`src/rtl/tdc_pkg.sv`:
```
// Shared definitions for the TDC readout block.
//   tdc_state_t       : readout FSM state encoding
//   DELAY_DEF         : default number of delay-line taps
//   CLEAR_CYCLES_DEF  : default clocks with start low before launch
//   SETTLE_CYCLES_DEF : default clocks between freeze and the tap scan
//   max_int()         : helper used for sizing counters
package tdc_pkg;

    typedef enum logic [2:0] {
        ST_IDLE   = 3'd0,
        ST_CLEAR  = 3'd1,
        ST_LAUNCH = 3'd2,
        ST_SETTLE = 3'd3,
        ST_SCAN   = 3'd4,
        ST_DONE   = 3'd5
    } tdc_state_t;

    localparam int DELAY_DEF         = 100;
    localparam int CLEAR_CYCLES_DEF  = 50;
    localparam int SETTLE_CYCLES_DEF = 10;

    function automatic int max_int(input int a, input int b);
        return (a > b) ? a : b;
    endfunction

endpackage

```
`src/rtl/tdc_readout_if.sv`:
```
// Bundle between the TDC readout controller and its user / delay line.
//   go, freeze_delay, thermo           : request side (driven by master)
//   start, freeze, busy,
//   code, code_valid, code_err         : controller side (driven by slave)
// Modports: master = requester / delay line, slave = tdc_readout.
interface tdc_readout_if
    import tdc_pkg::*;
#(
    parameter int DELAY = DELAY_DEF
) ();

    logic             go;
    logic [7:0]       freeze_delay;
    logic [DELAY-1:0] thermo;
    logic             start;
    logic             freeze;
    logic             busy;
    logic [7:0]       code;
    logic             code_valid;
    logic             code_err;

    modport master (
        output go, freeze_delay, thermo,
        input  start, freeze, busy, code, code_valid, code_err
    );

    modport slave (
        input  go, freeze_delay, thermo,
        output start, freeze, busy, code, code_valid, code_err
    );

endinterface

```
`src/rtl/tdc_readout.sv`:
```
// Delay-line TDC measurement controller.
// Sequence: IDLE -> CLEAR (start low) -> LAUNCH (start high, wait
// freeze_delay+1) -> SETTLE (freeze high) -> SCAN (find first 0 tap)
// -> DONE (one-clock code_valid) -> IDLE.
// Ports:
//   clk  : clock, rising edge
//   rstn : asynchronous active-low reset
//   bus  : tdc_readout_if.slave (go/freeze_delay/thermo in,
//          start/freeze/busy/code/code_valid/code_err out)
// CLEAR_CYCLES and SETTLE_CYCLES are expected to be at least 1.
module tdc_readout
    import tdc_pkg::*;
#(
    parameter int DELAY         = DELAY_DEF,
    parameter int CLEAR_CYCLES  = CLEAR_CYCLES_DEF,
    parameter int SETTLE_CYCLES = SETTLE_CYCLES_DEF
) (
    input logic          clk,
    input logic          rstn,
    tdc_readout_if.slave bus
);

    localparam int IDX_W = $clog2(DELAY + 1);
    // Counter must reach CLEAR/SETTLE lengths and freeze_delay (up to 255).
    localparam int CNT_W = max_int(max_int($clog2(CLEAR_CYCLES + 1),
                                           $clog2(SETTLE_CYCLES + 1)), 9);

    localparam logic [CNT_W-1:0] CLEAR_LAST  = CNT_W'(CLEAR_CYCLES - 1);
    localparam logic [CNT_W-1:0] SETTLE_LAST = CNT_W'(SETTLE_CYCLES - 1);
    localparam logic [IDX_W-1:0] IDX_LAST    = IDX_W'(DELAY - 1);

    tdc_state_t       state_reg;
    logic [CNT_W-1:0] cnt_reg;
    logic [IDX_W-1:0] idx_reg;
    logic [7:0]       fd_reg;
    logic             start_reg;
    logic             freeze_reg;
    logic             busy_reg;
    logic [7:0]       code_reg;
    logic             code_valid_reg;
    logic             code_err_reg;

    // Tap mux: one-hot AND-OR over the frozen taps, selected by idx_reg.
    logic [DELAY-1:0] tap_hit;
    logic             tap_bit;

    for (genvar gi = 0; gi < DELAY; gi++) begin : g_tap
        assign tap_hit[gi] = (idx_reg == IDX_W'(gi)) && bus.thermo[gi];
    end
    assign tap_bit = |tap_hit;

    // Tap index saturated to the 8-bit code range.
    function automatic logic [7:0] sat_code(input logic [IDX_W-1:0] i);
        logic [31:0] ext;
        ext = 32'(i);
        return (ext > 32'd255) ? 8'hFF : ext[7:0];
    endfunction

    always_ff @(posedge clk or negedge rstn) begin
        if (!rstn) begin
            state_reg      <= ST_IDLE;
            cnt_reg        <= '0;
            idx_reg        <= '0;
            fd_reg         <= '0;
            start_reg      <= 1'b0;
            freeze_reg     <= 1'b0;
            busy_reg       <= 1'b0;
            code_reg       <= '0;
            code_valid_reg <= 1'b0;
            code_err_reg   <= 1'b0;
        end else begin
            case (state_reg)
                ST_IDLE: begin
                    // start/freeze are left as the previous run left them
                    // so the line stays frozen for readback.
                    if (bus.go) begin
                        state_reg  <= ST_CLEAR;
                        fd_reg     <= bus.freeze_delay;
                        start_reg  <= 1'b0;
                        freeze_reg <= 1'b0;
                        busy_reg   <= 1'b1;
                        cnt_reg    <= '0;
                    end
                end
                ST_CLEAR: begin
                    if (cnt_reg == CLEAR_LAST) begin
                        state_reg <= ST_LAUNCH;
                        start_reg <= 1'b1;
                        cnt_reg   <= '0;
                    end else begin
                        cnt_reg <= cnt_reg + 1'b1;
                    end
                end
                ST_LAUNCH: begin
                    if (cnt_reg == CNT_W'(fd_reg)) begin
                        state_reg  <= ST_SETTLE;
                        freeze_reg <= 1'b1;
                        cnt_reg    <= '0;
                    end else begin
                        cnt_reg <= cnt_reg + 1'b1;
                    end
                end
                ST_SETTLE: begin
                    if (cnt_reg == SETTLE_LAST) begin
                        state_reg <= ST_SCAN;
                        idx_reg   <= '0;
                        cnt_reg   <= '0;
                    end else begin
                        cnt_reg <= cnt_reg + 1'b1;
                    end
                end
                ST_SCAN: begin
                    if (!tap_bit) begin
                        // Zero at tap 0 means the edge never entered the line.
                        code_reg       <= sat_code(idx_reg);
                        code_err_reg   <= (idx_reg == '0);
                        code_valid_reg <= 1'b1;
                        state_reg      <= ST_DONE;
                    end else if (idx_reg == IDX_LAST) begin
                        code_reg       <= 8'hFF;
                        code_err_reg   <= 1'b1;
                        code_valid_reg <= 1'b1;
                        state_reg      <= ST_DONE;
                    end else begin
                        idx_reg <= idx_reg + 1'b1;
                    end
                end
                ST_DONE: begin
                    code_valid_reg <= 1'b0;
                    busy_reg       <= 1'b0;
                    state_reg      <= ST_IDLE;
                end
                default: begin
                    state_reg <= ST_IDLE;
                    busy_reg  <= 1'b0;
                end
            endcase
        end
    end

    assign bus.start      = start_reg;
    assign bus.freeze     = freeze_reg;
    assign bus.busy       = busy_reg;
    assign bus.code       = code_reg;
    assign bus.code_valid = code_valid_reg;
    assign bus.code_err   = code_err_reg;

endmodule

```
`src/flat_wrapper.sv`:
```
// flat-port wrapper written by rule: the top's interface ports become plain ports
module tdc_readout_flat import tdc_pkg::*;
#(
    parameter int DELAY         = DELAY_DEF,
    parameter int CLEAR_CYCLES  = CLEAR_CYCLES_DEF,
    parameter int SETTLE_CYCLES = SETTLE_CYCLES_DEF
)
  (clk, rstn, bus_go, bus_freeze_delay, bus_thermo, bus_start, bus_freeze, bus_busy, bus_code, bus_code_valid, bus_code_err);
  tdc_readout_if #(.DELAY(DELAY)) bus_i ();
  input logic clk;
  input logic rstn;
  input wire logic [$bits(bus_i.go)-1:0] bus_go;
  input wire logic [$bits(bus_i.freeze_delay)-1:0] bus_freeze_delay;
  input wire logic [$bits(bus_i.thermo)-1:0] bus_thermo;
  output wire logic [$bits(bus_i.start)-1:0] bus_start;
  output wire logic [$bits(bus_i.freeze)-1:0] bus_freeze;
  output wire logic [$bits(bus_i.busy)-1:0] bus_busy;
  output wire logic [$bits(bus_i.code)-1:0] bus_code;
  output wire logic [$bits(bus_i.code_valid)-1:0] bus_code_valid;
  output wire logic [$bits(bus_i.code_err)-1:0] bus_code_err;
  assign bus_i.go = bus_go;
  assign bus_i.freeze_delay = bus_freeze_delay;
  assign bus_i.thermo = bus_thermo;
  assign bus_start = bus_i.start;
  assign bus_freeze = bus_i.freeze;
  assign bus_busy = bus_i.busy;
  assign bus_code = bus_i.code;
  assign bus_code_valid = bus_i.code_valid;
  assign bus_code_err = bus_i.code_err;
  tdc_readout #(.DELAY(DELAY), .CLEAR_CYCLES(CLEAR_CYCLES), .SETTLE_CYCLES(SETTLE_CYCLES)) u_core (.clk(clk), .rstn(rstn), .bus(bus_i));
endmodule
```
`config.mk`:
```
export PLATFORM = sky130hd
export DESIGN_NAME = tdc_readout_flat
export DESIGN_NICKNAME = d
export VERILOG_FILES = /design/src/rtl/tdc_pkg.sv /design/src/rtl/tdc_readout_if.sv /design/src/rtl/tdc_readout.sv /design/src/flat_wrapper.sv
export SDC_FILE = /design/constraint.sdc
export NUM_CORES = 1
export LEC_CHECK = 0
export ABC_AREA = 1
export ABC_CLOCK_PERIOD_IN_PS = 5100
export BUFFER_PORTS_ARGS = -buffer_cell sky130_fd_sc_hd__buf_2
export CAP_MARGIN = 20
export CELL_PAD_IN_SITES_DETAIL_PLACEMENT = 0
export CELL_PAD_IN_SITES_GLOBAL_PLACEMENT = 1
export CORE_MARGIN = 3
export CORE_UTILIZATION = 30
export CTS_CLUSTER_DIAMETER = 40
export DETAILED_ROUTE_END_ITERATION = 6
export PLACE_DENSITY_LB_ADDON = 0.1
export RECOVER_POWER = 25
export SYNTH_ARGS = -nofsm -noshare
export SYNTH_HDL_FRONTEND = slang
export SYNTH_SLANG_ARGS = --single-unit
```
`constraint.sdc`:
```
create_clock -name clk -period 5.1 [get_ports clk]
set_input_delay 0.51 -clock clk [delete_from_list [all_inputs] [get_ports clk]]
set_output_delay 0.51 -clock clk [all_outputs]
set_load 0.01 [all_outputs]
```
# Word level (Yosys, flattened, before mapping)
# Cells that the tools add are included.
classes:
  reduce_logical: 118
  n_addsub: 2
  n_bitwise: 1
  mux: 29
  n_eq_ne: 115
op_table:
  columns: ["operator", "count"]
  rows:
  - ["$eq A7 B7 Y1 const B", 36]
  - ["$eq A7 B6 Y1 const B", 32]
  - ["$eq A7 B5 Y1 const B", 16]
  - ["$logic_and A1 B1 Y1", 100]
  - ["$reduce_or A100 Y1", 1]
  - ["$eq A7 B4 Y1 const B", 8]
  - ["$mux W9", 4]
  - ["$pmux W9 S4", 1]
  - ["$eq A7 B3 Y1 const B", 4]
  - ["$mux W7", 3]
  - ["$mux W3", 6]
  - ["$mux W8", 2]
  - ["$pmux W3 S5", 1]
  - ["$eq A7 B2 Y1 const B", 2]
  - ["$pmux W7 S2", 1]
  - ["$reduce_and A2 Y1", 5]
  - ["$add A9 B1 Y9 const B", 1]
  - ["$eq A9 B4 Y1 const B", 1]
  - ["$eq A9 B6 Y1 const B", 1]
  - ["$eq A9 B8 Y1", 1]
  - ["$ne A2 B1 Y1 const B", 4]
  - ["$pmux W1 S2", 4]
  - ["$reduce_bool A2 Y1", 4]
  - ["$add A7 B1 Y7 const B", 1]
  - ["other kinds (15)", 26]
totals:
  regBits: 40
  wordCells: 275
  out_inout_bits: 13
  in_bits: 111

# Depth between registers and ports, before layout
# Gate-level depths: netlist (run 1).
logic_depth:
  ltp_word: 5
  mapped_depth: 19
  ltp_nobuf: 18

# Least setup slack after synthesis (run 1)
# Ideal clock, no wire load.
synth_path:
  path_type: "register -> register"
  startpoint: "reg u_core.idx_reg[0]"
  endpoint: "reg u_core.code_reg[3] (netlist: u_core.bus.code[3])"
  stages_incl_launch_ff: 16
  required_time_ns: 4.983
  n_path_buf: 3
  synth_period_minus_slack_ns: 2.172
  t_arrival_ns: 2.055
  setup_ns: 0.117
  slack_ns: 2.928
  cell_sequence: "dfrtp_1 inv_1 ha_1 buf_2 buf_1 nand4_1 nand2_1 nor2_1 nand2_1 a21oi_1 nand2_1 nor2_2 nand3_2 buf_6 nor2_1 nor2_1"
synth_between:
  elab_chain_cells: 5
  elab_cells_between_ends: 204
  cone_classes: "eq/ne (100); mux (1); reduce/logical (103)"
synth_lines:
  columns: ["element", "line", "source"]
  rows:
  - ["from (decl)", "tdc_readout.sv:34", "logic [IDX_W-1:0] idx_reg;"]
  - ["from (signal assigned)", "tdc_readout.sv:125", "idx_reg <= idx_reg + 1'b1;"]
  - ["$eq A7 B1 Y1, or another cell as far along", "tdc_readout.sv:48", "assign tap_hit[gi] = (idx_reg == IDX_W'(gi)) && bus.thermo[gi];"]
  - ["$logic_and A1 B1 Y1", "tdc_readout.sv:48", null]
  - ["$reduce_or A100 Y1", "tdc_readout.sv:50", "assign tap_bit = |tap_hit;"]
  - ["$ne A2 B2 Y1 (no line)", null, null]
  - ["$reduce_and A2 Y1 (no line)", null, null]
  - ["to (signal assigned)", "tdc_readout.sv:115", "code_reg <= sat_code(idx_reg);"]
  - ["to (decl)", "tdc_readout.sv:39", "logic [7:0] code_reg;"]
# Parallel ways exist; a longest one is shown, timed or not.
# A chain may end at the register's enable or synchronous reset.

# Worst setup path in the final report (run 1)
layout_path:
  startpoint: "reg u_core.idx_reg[0]"
  endpoint: "reg u_core.idx_reg[6]"
layout_between:
  elab_chain_cells: 5
  elab_cells_between_ends: 208
  cone_classes: "add/sub (1); eq/ne (101); mux (3); reduce/logical (103)"
layout_lines:
  columns: ["element", "line"]
  rows:
  - ["$eq A7 B1 Y1, or another cell as far along", "tdc_readout.sv:48"]
  - ["$logic_and A1 B1 Y1", "tdc_readout.sv:48"]
  - ["$reduce_or A100 Y1", "tdc_readout.sv:50"]
  - ["$ne A2 B1 Y1 (no line)", null]
  - ["$reduce_and A4 Y1 (no line)", null]
# Parallel ways exist; a longest one is shown, timed or not. The select of a mux whose other input is x is not followed.

==> impl_metrics.toml, run 1 <==
[drt]
dr_total_vias = 3800
ant_nets = 0
drt_iter0_drc = 294
routed_wl_um = 11200
route.detailed.drc = 0
wire_per_inst_um = 14.2
firstDrtPassIters = 4
vias_per_cell = 4.83

[synth]
yosysSeqAreaShare_pct = 30.5
synth_nets = 659
syn_area_um2 = 3280
synthCells = 542
yosys_warnings = 0
synth_area_per_cell_um2 = 6.05
synth_cell_types = 28
ys_ff_latch = 40

[worst_setup_path]
endpoint_kind = "register"
worstSetupPathType = "register to register"
crit_fanout = 18
r2r_end = "u_core.idx_reg[6]$_DFFE_PN0P_"
start_kind = "register"
cp.required_ns = 5.29
ff2ff_path_depth = 16
rrSetupSlack_ns = 2.15
worstReg2RegStart = "u_core.idx_reg[0]$_DFFE_PN0P_"
worstPathArrival_ns = 3.14

[min_path]
min_path_cells = 3
holdPathEnd = "u_core.fd_reg[1]$_DFFE_PN0P_"
hp-class = "primary input to register"
hp-start = "bus_freeze_delay[1]"

[cells_and_area]
fillCellCount = 1184
largest_reg_flops = 9
synthToLayoutAreaGrowth_pct = 24.1
antenna_cells = 0
fin_nets = 767
drive_gt1_share_pct = 21.7

[cts]
cts.clk_slew.worst_paths_ns = 0.08
cts_root_buffer = "clkbuf_8"
cts_tree = "done"
cts_max_level = 2
numCtsBuffers = 5
cts_post_setup_buffers_inserted = 0
ctsHoldBuffers = 0
clock_latency_ns = 0.29
clock_sinks = 40
postCtsResizedCells = 0
clockBufferDepth = 2

[placement]
io_buffers = 123
pre_cts_ws_ns = 2.14
place.gp.congestion = 0.852
dp_hpwl_um = 8480

[sta]
worstMarginPinSlew_ns = 2.18
timing.final.crit_share_pct = 57.8
fmax_mhz = 339
tns_ns = 0
skew_ns = 0.00963
worst_slack_ns = 2.15
rsz0062_at_grt = "false"
hold_violations = 0
slew_headroom_pct = -45.1
slew_violations = 41
finalCriticalPeriod_ns = 2.95
setup_viol = 0

[global_routing]
grt_pass1_wl_um = 18600
track_usage_pct = 18.0
grt_pass1_vias = 3695
antenna_found_initial = 0
grt_overflow = 0
grt_start_max_net_pins = 41

[floorplanning]
rows = 37
ioPinCount = 124
coreArea_um2 = 10500
fp.dieH_um = 111
start_util_pct = 31.3
dieArea_um2 = 12200
die_w_um = 111

[power_and_ir_drop]
pwr_density_cell_nw_per_um2 = 155
power.total_uw = 632
peakVddDrop_v = 0.000137
power.leakage_nw = 2.26

[run_status]
violations = "max-capacitance violations, max-slew violations"
status = "finished with violations"

[job]
drv_cap = 1
[per-layer routing]
metal	vias up	track usage (%)	routed length [um]
li1	1970	-	-
met1	1674	25.4	5440
met2	147	28.6	4810
met3	9	3.67	790
met4	0	3.61	114
met5	-	0	0
[cell type report]
type | instances | area, um2 | area share [%]
Clock inverter | 2 | 35.0 | 0.862
Multi-Input combinational cell | 423 | 1950 | 47.8
Tap cell | 136 | 170 | 4.18
Timing Repair Buffer | 126 | 637 | 15.7
Clock buffer | 6 | 72.6 | 1.78
Sequential cell | 40 | 1000 | 24.6
Inverter | 54 | 205 | 5.05
[logic make-up (layout without fill, tap and decap cells)]
| family | after synthesis | in the layout | synth area share, % |
|---|---|---|---|
| and+or+nand+nor | 379 | 379 | 49.8 |
| buffers and inverters | 79 | 188 | 10.1 |
| DFF | 40 | 40 | 30.5 |
| AOI/OAI and AO/OA | 30 | 30 | 5.15 |
| xor gates and xnor gates | 8 | 8 | 2.14 |
| adders and majority gates | 6 | 6 | 2.29 |
[per-stage QoR]
step           instances  util [%]  area [um2]  hold WS (ns)
3_3_place_gp         779      37.8        3960         0.469
4_1_cts              787      38.9        4070         0.359
5_1_grt              787      38.9        4070         0.427
3_5_place_dp         779      37.8        3960         0.466
6_report             787      38.9        4070         0.413
2_1_floorplan        542         -        3280         0.214
[layout by cell type, fill, tap and decap left out]
cell | netlist | final
o22ai_1 | 8 | 8
o21ai_1 | 1 | 1
a22o_1 | 2 | 2
nand2_2 | 1 | 1
clkinv_2 | 0 | 1
nand3_2 | 2 | 2
clkbuf_1 | 7 | 2
buf_4 | 2 | 3
clkinv_1 | 3 | 3
nand3_1 | 60 | 60
xor2_1 | 5 | 5
nor2_2 | 3 | 3
inv_4 | 1 | 1
inv_2 | 1 | 1
o21ai_0 | 13 | 13
buf_2 | 13 | 122
ha_1 | 6 | 6
dfrtp_1 | 40 | 40
nor2_1 | 86 | 86
xnor2_1 | 3 | 3
clkbuf_8 | 0 | 5
nand2_1 | 174 | 174
a21oi_1 | 5 | 5
or2_2 | 1 | 1
a31oi_1 | 1 | 1
bufinv_16 | 0 | 1
inv_1 | 49 | 49
nor3_1 | 17 | 17
nand4_1 | 35 | 35
[where the power goes]
| part | leakage (nW) | internal, mW | total [mW] | switching, mW |
|---|---|---|---|---|
| Clock | 0.0552 | 0.145 | 0.253 | 0.108 |
| Combinational | 1.71 | 0.0329 | 0.0608 | 0.0279 |
| Sequential | 0.495 | 0.317 | 0.318 | 0.000219 |
[synth_stat cells]
| master | n | area (um2) |
|---|---|---|
| o21ai_1 | 1 | 5.00 |
| inv_1 | 49 | 184 |
| clkbuf_1 | 7 | 26.3 |
| buf_2 | 13 | 65.1 |
| nand2_2 | 1 | 6.26 |
| xnor2_1 | 3 | 26.3 |
| buf_6 | 1 | 11.3 |
| ha_1 | 6 | 75.1 |
| a21oi_1 | 5 | 25.0 |
| nor2_2 | 3 | 18.8 |
| inv_4 | 1 | 6.26 |
| nand2_1 | 174 | 653 |
| nand3_1 | 60 | 300 |
| xor2_1 | 5 | 43.8 |
| or2_2 | 1 | 6.26 |
| a31oi_1 | 1 | 6.26 |
| nor2_1 | 86 | 323 |
| buf_4 | 2 | 15.0 |
| buf_1 | 2 | 7.51 |
| o22ai_1 | 8 | 50.1 |
| o21ai_0 | 13 | 65.1 |
| nand4_1 | 35 | 219 |
| a22o_1 | 2 | 17.5 |
| dfrtp_1 | 40 | 1000 |
| clkinv_1 | 3 | 11.3 |
| nand3_2 | 2 | 20.0 |
| nor3_1 | 17 | 85.1 |
| inv_2 | 1 | 3.75 |
[critical path: stages (launching register included)]
cell	delay (ns)
dfrtp_1	0.46
ha_1	0.70
nand2_1	0.14
nor2_1	0.39
nand2_1	0.11
nand2_1	0.08
nor2_1	0.04
nand2_1	0.09
nand2_1	0.06
nand2_1	0.07
inv_1	0.03
nand2_1	0.06
nor2_2	0.05
nand3_2	0.21
nand3_2	0.20
nand2_1	0.10
nand2_1	0.05
[worst max-delay path by stage]
stage                                        from                        endpoint  slack [ns]  cells past startpoint
detailed placement  u_core.idx_reg[0]$_DFFE_PN0P_   u_core.idx_reg[6]$_DFFE_PN0P_        2.14                     16
global route        u_core.idx_reg[0]$_DFFE_PN0P_  u_core.bus.code[4]$_DFFE_PN0P_        1.76                     16
CTS                 u_core.idx_reg[0]$_DFFE_PN0P_   u_core.idx_reg[6]$_DFFE_PN0P_        2.11                     16
floorplan           u_core.idx_reg[0]$_DFFE_PN0P_  u_core.bus.code[3]$_DFFE_PN0P_        2.93                     15
global placement    u_core.idx_reg[1]$_DFFE_PN0P_   u_core.idx_reg[3]$_DFFE_PN0P_        2.20                     16
finish              u_core.idx_reg[0]$_DFFE_PN0P_   u_core.idx_reg[6]$_DFFE_PN0P_        2.15                     16
Note: power is estimated with default switching activity, not from simulation.
==> run 2: changes to the inputs <==
ABC_AREA = 0   (was 1)
ABC_CLOCK_PERIOD_IN_PS = 2860   (was 5100)
clock period = 2.86 ns   (was 5.1 ns; I/O delays follow)
==> impl_metrics.toml, run 2 <==
[run_status]
status = "finished with violations"
violations = "max-capacitance violations, max-slew violations"

[synth]
synthCells = 325
async_reset_ff_share_pct = 100
synthXorXnorAreaFrac_pct = 2.95
synth_fa_ha_area_share_pct = 2.53
synth_most_common_cell = "dfrtp_1"
ys_top_cells_by_count = "dfrtp_1 (40), nand2_1 (29), a22oi_1 (20)"
yosys_warnings = 0
synth_cell_types = 59
synth-compound-area-share_pct = 25.2
synth_edf_count = 0
yosysTopAreaCellShare_pct = 33.8
synth_area_per_cell_um2 = 9.12
ys_ff_latch = 40
yosysSeqAreaShare_pct = 33.8
synth_area_leader_cell = "dfrtp_1"
synth.mux.area_fraction_pct = 9.84
synth_nets = 442
syn_area_um2 = 2960
synthFlopType = "dfrtp_1"
synth_top_family_by_area = "compound AO/OA/AOI/OAI gates"
yosys-top-cells-area = "dfrtp_1 (34%), a22oi_1 (5.1%), mux2_2 (4.9%)"
synth-simple-area-share_pct = 17.8

[cts]
cts_post_setup_buffers_inserted = 0
clockBufferDepth = 2
clock_sinks = 40
cts_tree = "done"
cts_root_buffer = "clkbuf_8"
cts.clk_slew.worst_paths_ns = 0.09
ctsHoldBuffers = 0
clock_latency_ns = 0.29
cts_max_level = 2
numCtsBuffers = 5

[drt]
routed_wl_um = 9970
drt_iter0_drc = 173
dr_total_vias = 3023
ant_nets = 0
route.detailed.drc = 0
vias_per_cell = 5.19
firstDrtPassIters = 5
wire_per_inst_um = 17.1

[global_routing]
grt_pass1_wl_um = 16100
use_met3_pct = 3.00
track_usage_pct = 17.8
grt_start_max_net_pins = 41
grt_use_met1_pct = 25.8
grtUsageMet2_pct = 27.8
grt_pass1_vias = 3000
grt-busiest-layer = "met2"
antenna_found_initial = 0
grt_overflow = 0

[floorplanning]
rows = 35
die_w_um = 105
start_util_pct = 31.5
fp.dieH_um = 105
ioPinCount = 124
dieArea_um2 = 11100
coreArea_um2 = 9420

[sta]
worst_slack_ns = 0.194
slew_headroom_pct = -46.9
finalCriticalPeriod_ns = 2.67
slew_violations = 41
hold_violations = 0
skew_ns = 0.0114
worstMarginPinSlew_ns = 2.20
setup_viol = 0
fmax_mhz = 375
hold-worst-slack_ns = 0.219
timing.final.crit_share_pct = 93.2

[cells_and_area]
largest_reg_flops = 9
drive_gt1_share_pct = 39.7
layout_commonest_cell = "buf_2"
synthToLayoutAreaGrowth_pct = 32.3
mostFrequentLayoutCells = "buf_2 (122), dfrtp_1 (39), nand2_1 (29)"
fin_nets = 569
antenna_cells = 0
fin_util_pct = 41.7
stdcell_count = 582

[job]
drv_cap = 1

[worst_setup_path]
worstPathArrival_ns = 2.86
endpoint_kind = "register"
worst_path_max_delay_cell = "dfrtp_2"
cp.depth = 12
worstSetupPathType = "register to register"
crit_buf_inv = 3
crit_fanout = 15
cp.required_ns = 3.06
critPathMaxStageDelay_ns = 0.46
start_kind = "register"
ff2ff_path_depth = 12
crit_family = "compound AO/OA/AOI/OAI gates"
cp_cell_sequence = "inv_2, ha_1, buf_12, buf_4, a211oi_1, a32oi_1, nand3_1, o211ai_1, a41oi_1, and4_4, or3_4, o41ai_2"

[power_and_ir_drop]
peakVddDrop_v = 0.000418
power.switching_mw = 1.45
combPwrFrac_pct = 59.1
p_seq_share_pct = 29.5
p_sw_share_pct = 43.6
pwr-share-clk_pct = 11.3
pwr_density_cell_nw_per_um2 = 850
intPower_mw = 1.88
power.leakage_nw = 1.77

[placement]
dp_hpwl_um = 7960
numPlacedInstances = 574
place.gp.congestion = 0.798
pre_cts_ws_ns = -0.00684
io_buffers = 123

[min_path]
hp-class = "primary input to register"
min_path_cells = 2
## run 2: changes by cell type after synthesis, moves of 7 or more
cell / previous run / this run
mux2i_1: 0 / 10
mux2_2: 0 / 13
nor2_1: 86 / 16
nand2_1: 174 / 29
inv_1: 49 / 13
nand4_1: 35 / 4
o211ai_1: 0 / 8
nor3_1: 17 / 7
a222oi_1: 0 / 7
a22oi_1: 0 / 20
nand2b_1: 0 / 7
nand3_1: 60 / 11
a21oi_1: 5 / 13
## run 2: cells by family (layout without fill, tap and decap cells)
group,after synthesis,in the layout
AOI/OAI and AO/OA,104,104
DFF,40,40
muxes,26,26
buffers and inverters,37,165
adders and majority gates,6,6
xor gates and xnor gates,10,10
and+or+nand+nor,102,102
## run 2: final timing paths
check,end,start,slack (ns)
max,u_core.idx_reg[3]$_DFFE_PN0P_,u_core.idx_reg[1]$_DFFE_PN0P_,0.19
min,u_core.fd_reg[3]$_DFFE_PN0P_,bus_freeze_delay[3],0.22
max reg2reg,u_core.idx_reg[3]$_DFFE_PN0P_,u_core.idx_reg[1]$_DFFE_PN0P_,0.19
min reg2reg,u_core.bus.code[7]$_DFFE_PN0P_,u_core.bus.code[7]$_DFFE_PN0P_,0.51
max in group asynchronous,u_core.idx_reg[1]$_DFFE_PN0P_,rstn,0.81
min in group asynchronous,u_core.cnt_reg[8]$_DFFE_PN0P_,rstn,0.64
## run 2: area by class of cell
| type | count | area, um2 |
|---|---|---|
| timing repair buffer | 144 | 847 |
| clock inverter | 3 | 18.8 |
| multi-input combinational | 248 | 1780 |
| tap | 129 | 161 |
| fill | 975 | 5490 |
| sequential | 40 | 1000 |
| inverter | 13 | 48.8 |
| clock buffer | 5 | 68.8 |
## run 2: worst reg2reg max path, delay by kind of cell, from the launching register on
family	cells	cell delay, ns
AND/OR/NAND/NOR	3	0.72
buffers and inverters	3	0.41
adder cells (fa/ha/maj)	1	0.19
AO/OA/AOI/OAI	5	0.79
flip-flops	1	0.46
## run 2: power groups by stage
stage | Sequential, mW | Combinational (mW) | Clock (mW)
2_1_floorplan | 0.921 | 1.35 | 0
3_3_place_gp | 0.989 | 1.91 | 0
3_5_place_dp | 0.990 | 1.94 | 0
4_1_cts | 0.980 | 1.94 | 0.394
5_1_grt | 1.03 | 2.20 | 0.423
6_report | 0.984 | 1.97 | 0.378
## run 2: metrics by stage
step	total power, mW	instance area, um2	setup TNS (ns)
final	3.33	3920	0
after global routing	3.65	3920	-0.0160
after CTS	3.32	3880	0
after detailed placement	2.93	3790	-0.00684
after global placement	2.90	3790	0
after floorplan	2.28	2960	0
## run 2: layer usage
layer	part of all wire, %	vias to the layer above	routed length, um
met3	4.3	12	430
met4	1.3	0	131
met1	47	1441	4710
met5	0	-	0
li1	-	1496	-
met2	47	74	4700
## run 2: timing repair
action | CTS | global route
resized for setup | 1 | 13
setup endpoints to repair | 1 | 17
gates cloned | 0 | 0
==> run 3: changes to the inputs <==
ABC_CLOCK_PERIOD_IN_PS = 2600   (was 2860)
clock period = 2.6 ns   (was 2.86 ns; I/O delays follow)
==> impl_metrics.toml, run 3 (synthesis gave the netlist of run 2 again) <==
[cts]
cts_root_buffer = "clkbuf_8"
clock_latency_ns = 0.29
cts_max_level = 2
cts_tree = "done"
ctsHoldBuffers = 0
numCtsBuffers = 5
clock_sinks = 40
clockBufferDepth = 2
cts.clk_slew.worst_paths_ns = 0.08

[global_routing]
grtUsageMet2_pct = 29.6
grt_pass1_vias = 3056
grt_overflow = 0
antenna_found_initial = 0
grt_use_met1_pct = 25.6
use_met3_pct = 3.49
grt_start_max_net_pins = 41
track_usage_pct = 18.2
grt-busiest-layer = "met2"
grt_pass1_wl_um = 16300

[cells_and_area]
fillCellCount = 948
drive_gt1_share_pct = 45.4
mostFrequentLayoutCells = "buf_2 (122), dfrtp_1 (39), buf_4 (37)"
stdcell_count = 611
finalInstanceArea_um2 = 4290
fin_nets = 598
synthToLayoutAreaGrowth_pct = 44.8
layout_commonest_cell = "buf_2"
antenna_cells = 0
largest_reg_flops = 9

[sta]
slew_violations = 41
fmax_mhz = 382
hold_violations = 0
worst_slack_ns = -0.0160
slew_headroom_pct = -47.5
worstMarginPinSlew_ns = 2.21
skew_ns = 0.0103
setup_viol = 1
tns_ns = -0.0160
timing.final.crit_share_pct = 101
finalCriticalPeriod_ns = 2.62
rsz0062_at_grt = "true"

[placement]
dp_hpwl_um = 7890
io_buffers = 123
numPlacedInstances = 583
place.gp.congestion = 0.801
place_area_um2 = 3830
pre_cts_ws_ns = -0.376

[worst_setup_path]
worstPathArrival_ns = 2.82
crit_fanout = 7
worstSetupPathType = "register to register"
cp.required_ns = 2.80
worstReg2RegStart = "u_core.idx_reg[0]$_DFFE_PN0P_"
rrSetupSlack_ns = -0.02
r2r_end = "u_core.idx_reg[4]$_DFFE_PN0P_"
endpoint_kind = "register"
crit_start = "u_core.idx_reg[0]$_DFFE_PN0P_"
ff2ff_path_depth = 12
start_kind = "register"

[min_path]
hp-class = "primary input to register"
holdPathEnd = "u_core.fd_reg[2]$_DFFE_PN0P_"
hp-start = "bus_freeze_delay[2]"
min_path_cells = 2

[floorplanning]
rows = 35
coreArea_um2 = 9420
fp.dieH_um = 105
dieArea_um2 = 11100
ioPinCount = 124
die_w_um = 105
start_util_pct = 31.5

[drt]
firstDrtPassIters = 4
dr_total_vias = 3159
route.detailed.drc = 0
drt_iter0_drc = 261
vias_per_cell = 5.17
wire_per_inst_um = 17.1
ant_nets = 0
routed_wl_um = 10500

[power_and_ir_drop]
peakVddDrop_v = 0.000491
power.leakage_nw = 1.94
pwr_density_cell_nw_per_um2 = 999

[job]
drv_cap = 1

[run_status]
status = "finished with violations"
violations = "max-capacitance violations, max-slew violations, negative setup slack"
-- run 3: changes by cell type in the layout (fill, tap and decap cells not counted), sizes merged --
| cell | delta |
|---|---|
| buf | +28 |
| bufinv | +1 |
| clkbuf | +1 |
| clkinv | -2 |
| nand2 | +1 |
-- run 3: critical path, cell delays in order, from the launching register on --
cell and delay, ns:
dfrtp_2 0.40, buf_6 0.13, ha_4 0.20, buf_6 0.14, a21oi_1 0.06, a32o_1 0.24, a211o_2 0.29, nand4_1 0.11
a41oi_2 0.04, and4_4 0.21, buf_6 0.11, or4_4 0.49, o211ai_1 0.10
-- run 3: final cells by class --
cell class	count	area, um2	share of cell area (%)
clock buffers	6	72.6	1.69
clock inverters	2	35.0	0.816
inverters	13	51.3	1.19
multi-input cells	249	1890	44.0
flip-flops and latches	40	1000	23.3
well taps	129	161	3.76
repair buffers	172	1080	25.2
-- run 3: timing repair --
action / in CTS / in global routing
cloned: 0 / 1
resized for setup: 27 / 17
setup endpoints to repair: 18 / 18
pin swaps: 12 / 18
setup buffers: 12 / 7
-- run 3: metal layers --
metal | part of all wire [%] | vias up | routed length, um
met4 | 1.1 | 0 | 110
met3 | 4.4 | 11 | 465
met1 | 46 | 1518 | 4800
met5 | 0 | - | 0
li1 | - | 1554 | -
met2 | 49 | 76 | 5080
-- run 3: stage by stage --
| stage | hold WS (ns) | util (%) | total power, mW |
|---|---|---|---|
| after floorplan | -0.0356 | - | 2.50 |
| after global placement | 0.438 | 40.7 | 3.25 |
| after detailed placement | 0.457 | 40.7 | 3.27 |
| after CTS | 0.124 | 44.1 | 4.12 |
| after global routing | 0.180 | 45.6 | 4.64 |
| final | 0.201 | 45.6 | 4.29 |
-- run 3: worst max path at each step --
stage,endpoint,slack [ns]
finish,u_core.idx_reg[4]$_DFFE_PN0P_,-0.02
CTS,u_core.idx_reg[4]$_DFFE_PN0P_,-0.02
global placement,u_core.idx_reg[3]$_DFFE_PN0P_,-0.39
detailed placement,u_core.idx_reg[3]$_DFFE_PN0P_,-0.38
global route,u_core.idx_reg[4]$_DFFE_PN0P_,-0.14
floorplan,u_core.idx_reg[4]$_DFFE_PN0P_,0.06
-- run 3: report_power, final --
group	internal, mW	switching (mW)	total, mW	leakage, nW
Clock	0.285	0.207	0.492	0.0552
Combinational	1.41	1.33	2.73	1.43
Sequential	0.828	0.237	1.06	0.457
